`src/rtl/sha256_msg_schedule.sv`:
```
// SHA-256 message schedule: loads W0..W15 over a valid/ready input, expands W16..W63
// in a 16-word sliding window, and presents one word per round in a registered output slot.
module sha256_msg_schedule #(
    parameter int NUM_ROUNDS = 64
) (
    input  logic        clk,
    input  logic        reset_n,
    input  logic        block_start,
    input  logic [31:0] msg_word,
    input  logic        msg_valid,
    output logic        msg_ready,
    input  logic        round_ready,
    output logic        w_valid,
    output logic [31:0] w_data,
    output logic [5:0]  round_idx,
    output logic        first_round,
    output logic        last_round,
    output logic        busy,
    output logic        block_done
);
    typedef enum logic [1:0] {IDLE, LOAD, EXPAND} state_e;

    localparam logic [6:0] ROUNDS_C = 7'(NUM_ROUNDS);
    localparam logic [5:0] LAST_IDX = 6'(NUM_ROUNDS - 1);

    state_e            state_q, state_d;
    logic [15:0][31:0] win_q, win_d;
    logic [31:0]       w_data_q, w_data_d;
    logic [5:0]        idx_q, idx_d;
    logic              w_valid_q, w_valid_d;
    logic [6:0]        cnt_q, cnt_d;
    logic              done_q, done_d;

    logic              slot_free, push;
    logic [31:0]       push_word, expand_w, s0, s1;

    assign slot_free = !w_valid_q || round_ready;

    always_comb begin
        s0 = {win_q[1][6:0], win_q[1][31:7]} ^ {win_q[1][17:0], win_q[1][31:18]} ^ (win_q[1] >> 3);
        s1 = {win_q[14][16:0], win_q[14][31:17]} ^ {win_q[14][18:0], win_q[14][31:19]} ^ (win_q[14] >> 10);
        expand_w = s1 + win_q[9] + s0 + win_q[0];
    end

    always_comb begin
        state_d   = state_q;
        win_d     = win_q;
        w_data_d  = w_data_q;
        idx_d     = idx_q;
        w_valid_d = w_valid_q;
        cnt_d     = cnt_q;
        done_d    = 1'b0;
        push      = 1'b0;
        push_word = '0;
        if (w_valid_q && round_ready) w_valid_d = 1'b0;
        case (state_q)
            IDLE: begin
                if (block_start) begin
                    state_d = LOAD;
                    cnt_d   = '0;
                end
            end
            LOAD: begin
                if (msg_valid && slot_free) begin
                    push      = 1'b1;
                    push_word = msg_word;
                    if (cnt_q == 7'd15) state_d = EXPAND;
                end
            end
            EXPAND: begin
                // once all rounds are produced, the only remaining event is the final handshake
                if (slot_free && (cnt_q < ROUNDS_C)) begin
                    push      = 1'b1;
                    push_word = expand_w;
                end else if (w_valid_q && round_ready && (idx_q == LAST_IDX)) begin
                    state_d = IDLE;
                    done_d  = 1'b1;
                end
            end
            default: state_d = IDLE;
        endcase
        if (push) begin
            w_data_d  = push_word;
            w_valid_d = 1'b1;
            idx_d     = cnt_q[5:0];
            cnt_d     = cnt_q + 7'd1;
            win_d     = {push_word, win_q[15:1]};
        end
    end

    always_ff @(posedge clk or negedge reset_n) begin
        if (!reset_n) begin
            state_q   <= IDLE;
            win_q     <= '0;
            w_data_q  <= '0;
            idx_q     <= '0;
            w_valid_q <= 1'b0;
            cnt_q     <= '0;
            done_q    <= 1'b0;
        end else begin
            state_q   <= state_d;
            win_q     <= win_d;
            w_data_q  <= w_data_d;
            idx_q     <= idx_d;
            w_valid_q <= w_valid_d;
            cnt_q     <= cnt_d;
            done_q    <= done_d;
        end
    end

    assign msg_ready   = (state_q == LOAD) && slot_free;
    assign w_valid     = w_valid_q;
    assign w_data      = w_data_q;
    assign round_idx   = idx_q;
    assign first_round = w_valid_q && (idx_q == 6'd0);
    assign last_round  = w_valid_q && (idx_q == LAST_IDX);
    assign busy        = (state_q != IDLE);
    assign block_done  = done_q;
endmodule

```
`config.mk`:
```
export PLATFORM = sky130hd
export DESIGN_NAME = sha256_msg_schedule
export DESIGN_NICKNAME = d
export VERILOG_FILES = /design/src/rtl/sha256_msg_schedule.sv
export SDC_FILE = /design/constraint.sdc
export NUM_CORES = 1
export LEC_CHECK = 0
export CAP_MARGIN = 25
export CORE_MARGIN = 3
export CORE_UTILIZATION = 40
export CTS_BUF_LIST = sky130_fd_sc_hd__clkbuf_8 sky130_fd_sc_hd__clkbuf_16
export DETAILED_ROUTE_END_ITERATION = 8
export HOLD_SLACK_MARGIN = 0.1
export PLACE_DENSITY = 0.59
export SLEW_MARGIN = 25
export SYNTH_ARGS = -nofsm -noshare
export SYNTH_HDL_FRONTEND = slang
export SYNTH_SLANG_ARGS = --single-unit
export TNS_END_PERCENT = 5
```
`constraint.sdc`:
```
create_clock -name clk -period 5.3 [get_ports clk]
set_input_delay 1.06 -clock clk [delete_from_list [all_inputs] [get_ports clk]]
set_output_delay 1.06 -clock clk [all_outputs]
set_load 0.05 [all_outputs]
```
==> results.md, run 1 <==
* Post-CTS Resized at 0
* Finished Layout Cells at 3,547
* Post-CTS Hold Buffers at 0
* Area Overhead vs Synth at 13.5%
* DR WL/cell at 17.5 um
* Clock Skews at 36.0 ps
* EDFF count, synth at 0
* Max Slew Vio Count at 0
* Row count at 90
* Req. time, crit path at 5780 ps
* Starting density of the core at 40.6%
* Root buf cell: clkbuf_16
* Synth Instances at 2,753
* Post-synthesis cell type count at 61
* Post-synthesis sequential area ratio at 53.8%
* Count leader, synth: nand2_1
* Vias in the first global route at 17,500
* Worst Path Arrival at 4870 ps
* Post-synthesis async set-or-reset flop share at 100%
* Largest area contributor in the netlist: dfrtp_1
* Grt ovf at 0
* Slew HR at 44.0%
* Syn Area/Cell at 8.94 um2
* Most frequent cells after synthesis: nand2_1 (1,308), dfrtp_1 (529), inv_1 (126)
* Mapped cell area at 24,600 um2
* Initial antenna violation count at 1
* Fin Setup TNS at 0 ps
* Core Footprint at 60,600 um2
* Die ar. at 64,500 um2
* Final setup violating endpoints at 0
* RePlAce Congestion at 0.895
* Synth warn at 0
* Period utilization at 82.9%
* I/O Pins at 81
* Clk buf depth at 3
* Vias at 17,500
* Clock input transition at the sequential cells of the worst setup and hold paths at 60 ps
* Max-cap violations at 0
* Synthesis-stage register bit count at 529
* Synth top area cells: dfrtp_1 (54%), nand2_1 (20%), fa_1 (5.0%)
* Crit Path Category: reg2reg
* Vias per std cell at 4.93
* Antenna Cells at 0
* Critical path capture point type: register
* Post-synth top area share at 53.8%
* Net count after synthesis at 2,888
* Fmax achieved at 227 MHz
* Vert. Die Dim at 254 um
* Wirelength, routed at 62,100 um
* Layout cells sized above 1 at 5.46%
* Remaining DRCs at 0
* Post-route ant nets at 0
* Status: completed
* CP max FO at 5
* TritonCTS Buffers at 55
* H-tree depth at 2
* Layout Nets at 2,856
* # Post-CTS Setup Buffers at 0
* RSZ-0062 raised after global routing: no
* Worst-Margin Slew at 839 ps
* Router iterations before antenna repair at 5
* DR iter-0 viols at 1,196
* Post-route minimum period at 4400 ps
* CTS tree: yes
* Tot GR Track Use at 19.9%
* Hold Path Class: reg2reg
* Worst-skew pair later-pin latency at 620 ps
* Worst setup SP type: register
* Pin count of the biggest net entering global routing at 127
* Die width at 254 um
* Detail Placement HPWL at 43,400 um
* CTS Sinks at 529
* First-pass GRT wire length at 100,000 um
* Port Buffers at 80
* Dpl cells at 3,446
* Final hold viol count at 0
* Most used DFF post-synth: dfrtp_1
-- kinds of logic after synthesis --
logic type,Yosys count,synth area share [%]
XOR/XNOR,147,5.23
flip-flops,529,53.8
AO/OA/AOI/OAI,257,6.62
AND/OR/NAND/NOR,1390,21.7
buffers and inverters,332,5.79
adder cells (fa/ha/maj),98,6.87
-- sequential cells by signal (all words and copies together), names as in the netlist --
register and count:
state_q 2, block_done 1, win_q 480, w_data 32, w_valid 1, round_idx 6
cnt_q 7
-- cells in the final DEF (no fill, tap or decap), drive strengths merged, types with 7 or more instances in the layout --
cell	Yosys	routed
o21ai	131	131
nor2	30	30
xnor2	80	80
and3	11	11
ha	36	36
fa	62	62
nand2	1309	1309
clkinv	0	7
xor2	67	67
clkbuf	124	71
nand4	12	12
buf	82	38
a22oi	10	10
a21oi	38	38
clkdlybuf4s50	0	79
inv	126	137
a21o	22	22
a22o	21	21
dfrtp	529	529
nand3	13	13
-- path summary, 6_finish.rpt --
path	from	endpoint	slack (ps)	cells past startpoint
worst max-delay path	win_q[51]	w_data[31]	900	16
worst min-delay path	win_q[137]	win_q[105]	450	2
worst max register to register	win_q[51]	w_data[31]	900	16
worst min register to register	win_q[137]	win_q[105]	450	2
max in group asynchronous	reset_n	win_q[45]	3630	2
min in group asynchronous	reset_n	round_idx[3]	460	1
-- area by class of cell --
cell class	count	area (um2)
Multi-Input combinational cell	1892	9970
Timing Repair Buffer	117	1310
Fill cell	5848	32700
Clock buffer	71	1610
Inverter	126	473
Clock inverter	30	350
Tap cell	782	978
Sequential cell	529	13200
-- critical path: stages (launching register included) --
cell and delay, ps:
dfrtp_1 460, xor2_1 180, xnor2_1 290, fa_1 500, fa_1 550, inv_1 60, ha_1 230, fa_1 420
a211o_1 320, o211ai_2 110, nand2_1 100, a21o_4 240, a21oi_4 160, o21ai_2 120, a221oi_2 270, xnor2_1 140
o21ai_1 70
-- metrics by stage --
stage / cell area, um2 / hold WS, ps / utilization (%) / setup slack [ps]
2_1_floorplan: 24600 / 439 / - / 1290
3_3_place_gp: 26000 / 446 / 42.9 / 965
3_5_place_dp: 26000 / 449 / 42.9 / 890
4_1_cts: 27900 / 452 / 46.1 / 890
5_1_grt: 27900 / 478 / 46.1 / 707
6_report: 27900 / 451 / 46.1 / 904
-- metal layers --
layer  wire length, um  track usage [%]  up-vias
li1                  -                -     8405
met1             28700             28.5     8632
met2             28200             30.5      375
met3              3390             3.96       90
met4              1810             6.14        2
met5                17                0        -
Power of run 1 is not shown: default switching activity piles up to over one toggle a cycle in this logic, so the estimate is an artifact.
==> run 2, diff against run 1 <==
--- a/config.mk
+++ b/config.mk
@@ -11,7 +11,7 @@
 export CTS_BUF_LIST = sky130_fd_sc_hd__clkbuf_8 sky130_fd_sc_hd__clkbuf_16
 export DETAILED_ROUTE_END_ITERATION = 8
 export HOLD_SLACK_MARGIN = 0.1
-export PLACE_DENSITY = 0.59
+export PLACE_DENSITY = 0.61
 export SLEW_MARGIN = 25
 export SYNTH_ARGS = -nofsm -noshare
 export SYNTH_HDL_FRONTEND = slang
==> constraint.sdc (replaced) <==
create_clock -name clk -period 3.58 [get_ports clk]
set_input_delay 0.716 -clock clk [delete_from_list [all_inputs] [get_ports clk]]
set_output_delay 0.716 -clock clk [all_outputs]
set_load 0.05 [all_outputs]
==> run 2 against run 1 <==
Non-clock buffer count up 174; critical path type unchanged; via count up 3.6%; the run now ends with setup timing left; highest routed layer is now met4; clock-buffer cell count up 3; largest cell class unchanged.
==> results.md, run 2 (synthesis results as in run 1) <==
* Hold Path Cell Cnt at 2 (unchanged)
* Remaining DRCs at 0 (unchanged)
* Worst-Margin Slew at 752 ps (-87.2 ps)
* Area Overhead vs Synth at 20.1%
* Commonest cells after routing, fill and taps aside: nand2_1 (1,308), dfrtp_1 (528), buf_4 (188)
* Grt ovf at 0 (unchanged)
* Clock Skews at 29.5 ps (-6.53 ps)
* Vert. Die Dim at 254 um (unchanged)
* Post-layout util at 48.8% (+2.7 points)
* Fin Setup TNS at -4630 ps (-4630 ps)
* Finished Layout Cells at 3,730 (+5.2%)
* Worst setup SP type: register
* Violated checks: setup timing
* R2R cell count at 16 (unchanged)
* CTS tree: yes
* Router iterations before antenna repair at 5 (unchanged)
* Period utilization at 110% (+27 points)
* Initial antenna violation count at 0 (-1)
* Fmax achieved at 254 MHz (+12%)
* CTS Sinks at 529 (unchanged)
* Worst-skew pair later-pin latency at 610 ps (about the same)
* Dpl cells at 3,617 (+5.0%)
* RSZ-0062 raised after global routing: yes
* Port Buffers at 80 (unchanged)
* H-tree depth at 2 (unchanged)
* Antenna Cells at 0 (unchanged)
* Vias at 18,100 (+3.6%)
* Critical path capture point type: register
* Top reg by flops: win_q
* Clk buf depth at 3 (unchanged)
* Detail Placement HPWL at 45,700 um (+5.3%)
* Slew HR at 49.9% (+5.8 points)
* RePlAce Congestion at 0.962 (+7.5%)
* Crit Path Category: reg2reg
* Vias in the first global route at 18,000 (+3.3%)
* Max Slew Vio Count at 0 (unchanged)
* Final setup violating endpoints at 23 (+23)
* Vias per std cell at 4.86 (-1.5%)
* DR iter-0 viols at 1,419 (+19%)
* Final hold viol count at 0 (unchanged)
* CP max FO at 3 (-2)
* Setup ws final at -353 ps (-1260 ps)
* Tot GR Track Use at 20.1% (+0.27 points)
* Post-route ant nets at 0 (unchanged)
* Max-cap violations at 0 (unchanged)
* Layout Nets at 3,033 (+6.2%)
* Max FFs per register at 480 (unchanged)
* Wirelength, routed at 63,500 um (+2.3%)
* Req. time, crit path at 4050 ps (-1730 ps)
* Layout cells sized above 1 at 12.2% (+6.8 points)
* Worst Path Arrival at 4400 ps (-470 ps)
* TritonCTS Buffers at 58 (+5.5%)
* Hold Path Class: reg2reg
* First-pass GRT wire length at 102,000 um (+2.0%)
* Most common cell after layout, fill and taps aside: nand2_1
* Row count at 90 (unchanged)
* Pin count of the biggest net entering global routing at 86 (-32%)
* Hold WS at 445 ps (-5.71 ps)
* I/O Pins at 81 (unchanged)
* Post-route minimum period at 3930 ps (-463 ps)
* Core Footprint at 60,600 um2 (unchanged)
* Starting density of the core at 40.6% (unchanged)
* Clock input transition at the sequential cells of the worst setup and hold paths at 60 ps (about the same)
* Die width at 254 um (unchanged)
* Die ar. at 64,500 um2 (unchanged)
* DR WL/cell at 17.0 um (-2.7%)
* Root buf cell: clkbuf_16
* Status: finished, violations left
## run 2: metal layers
metal | routed length (um) | vias to the layer above | track usage, %
met5 | 0 | - | 0
met4 | 1550 | 0 | 5.08
met3 | 2560 | 91 | 2.61
met2 | 29100 | 353 | 31.6
met1 | 30300 | 8934 | 29.7
li1 | - | 8755 | -
## run 2: worst paths after layout
path	end	slack (ps)	from
setup / recovery	w_data[31]	-350	win_q[51]
hold / removal	win_q[115]	450	win_q[147]
setup reg to reg	w_data[31]	-350	win_q[51]
hold reg to reg	win_q[115]	450	win_q[147]
max in group asynchronous	win_q[360]	1840	reset_n
min in group asynchronous	win_q[406]	670	reset_n
## run 2: worst max-delay path, stage by stage, from the launching register on
cell      delay (ps)
dfrtp_1          390
xor2_1           170
xnor2_1          180
fa_1             470
fa_1             550
inv_2             60
ha_4             160
fa_2             360
a211o_1          280
o211ai_2          90
nand2_1          100
a21o_4           240
a21oi_4          150
o21ai_2          100
a221oi_2         270
xnor2_1          150
o21ai_1           70
## run 2: layout make-up
type,count,area (um2)
Multi-Input combinational cell,1892,10100
Inverter,126,473
Sequential cell,529,13200
Fill cell,5683,31000
Tap cell,782,978
Clock inverter,36,399
Timing Repair Buffer,291,2670
Clock buffer,74,1680
## run 2: what timing repair did
item,in CTS,in global routing
endpoints found under the setup margin,27,27
hold endpoints to repair,13,0
buffers inserted,2,0
gates resized for setup,23,6
hold buffers,1,0
pin swaps,26,12
## run 2: per-stage QoR
step,cell area [um2],worst slack (ps)
after floorplan,24600,-299
after global placement,27300,-391
final,29600,-353
after global routing,29600,-543
after detailed placement,27300,-428
after CTS,29500,-364
Power of run 2 is left out for the same reason.
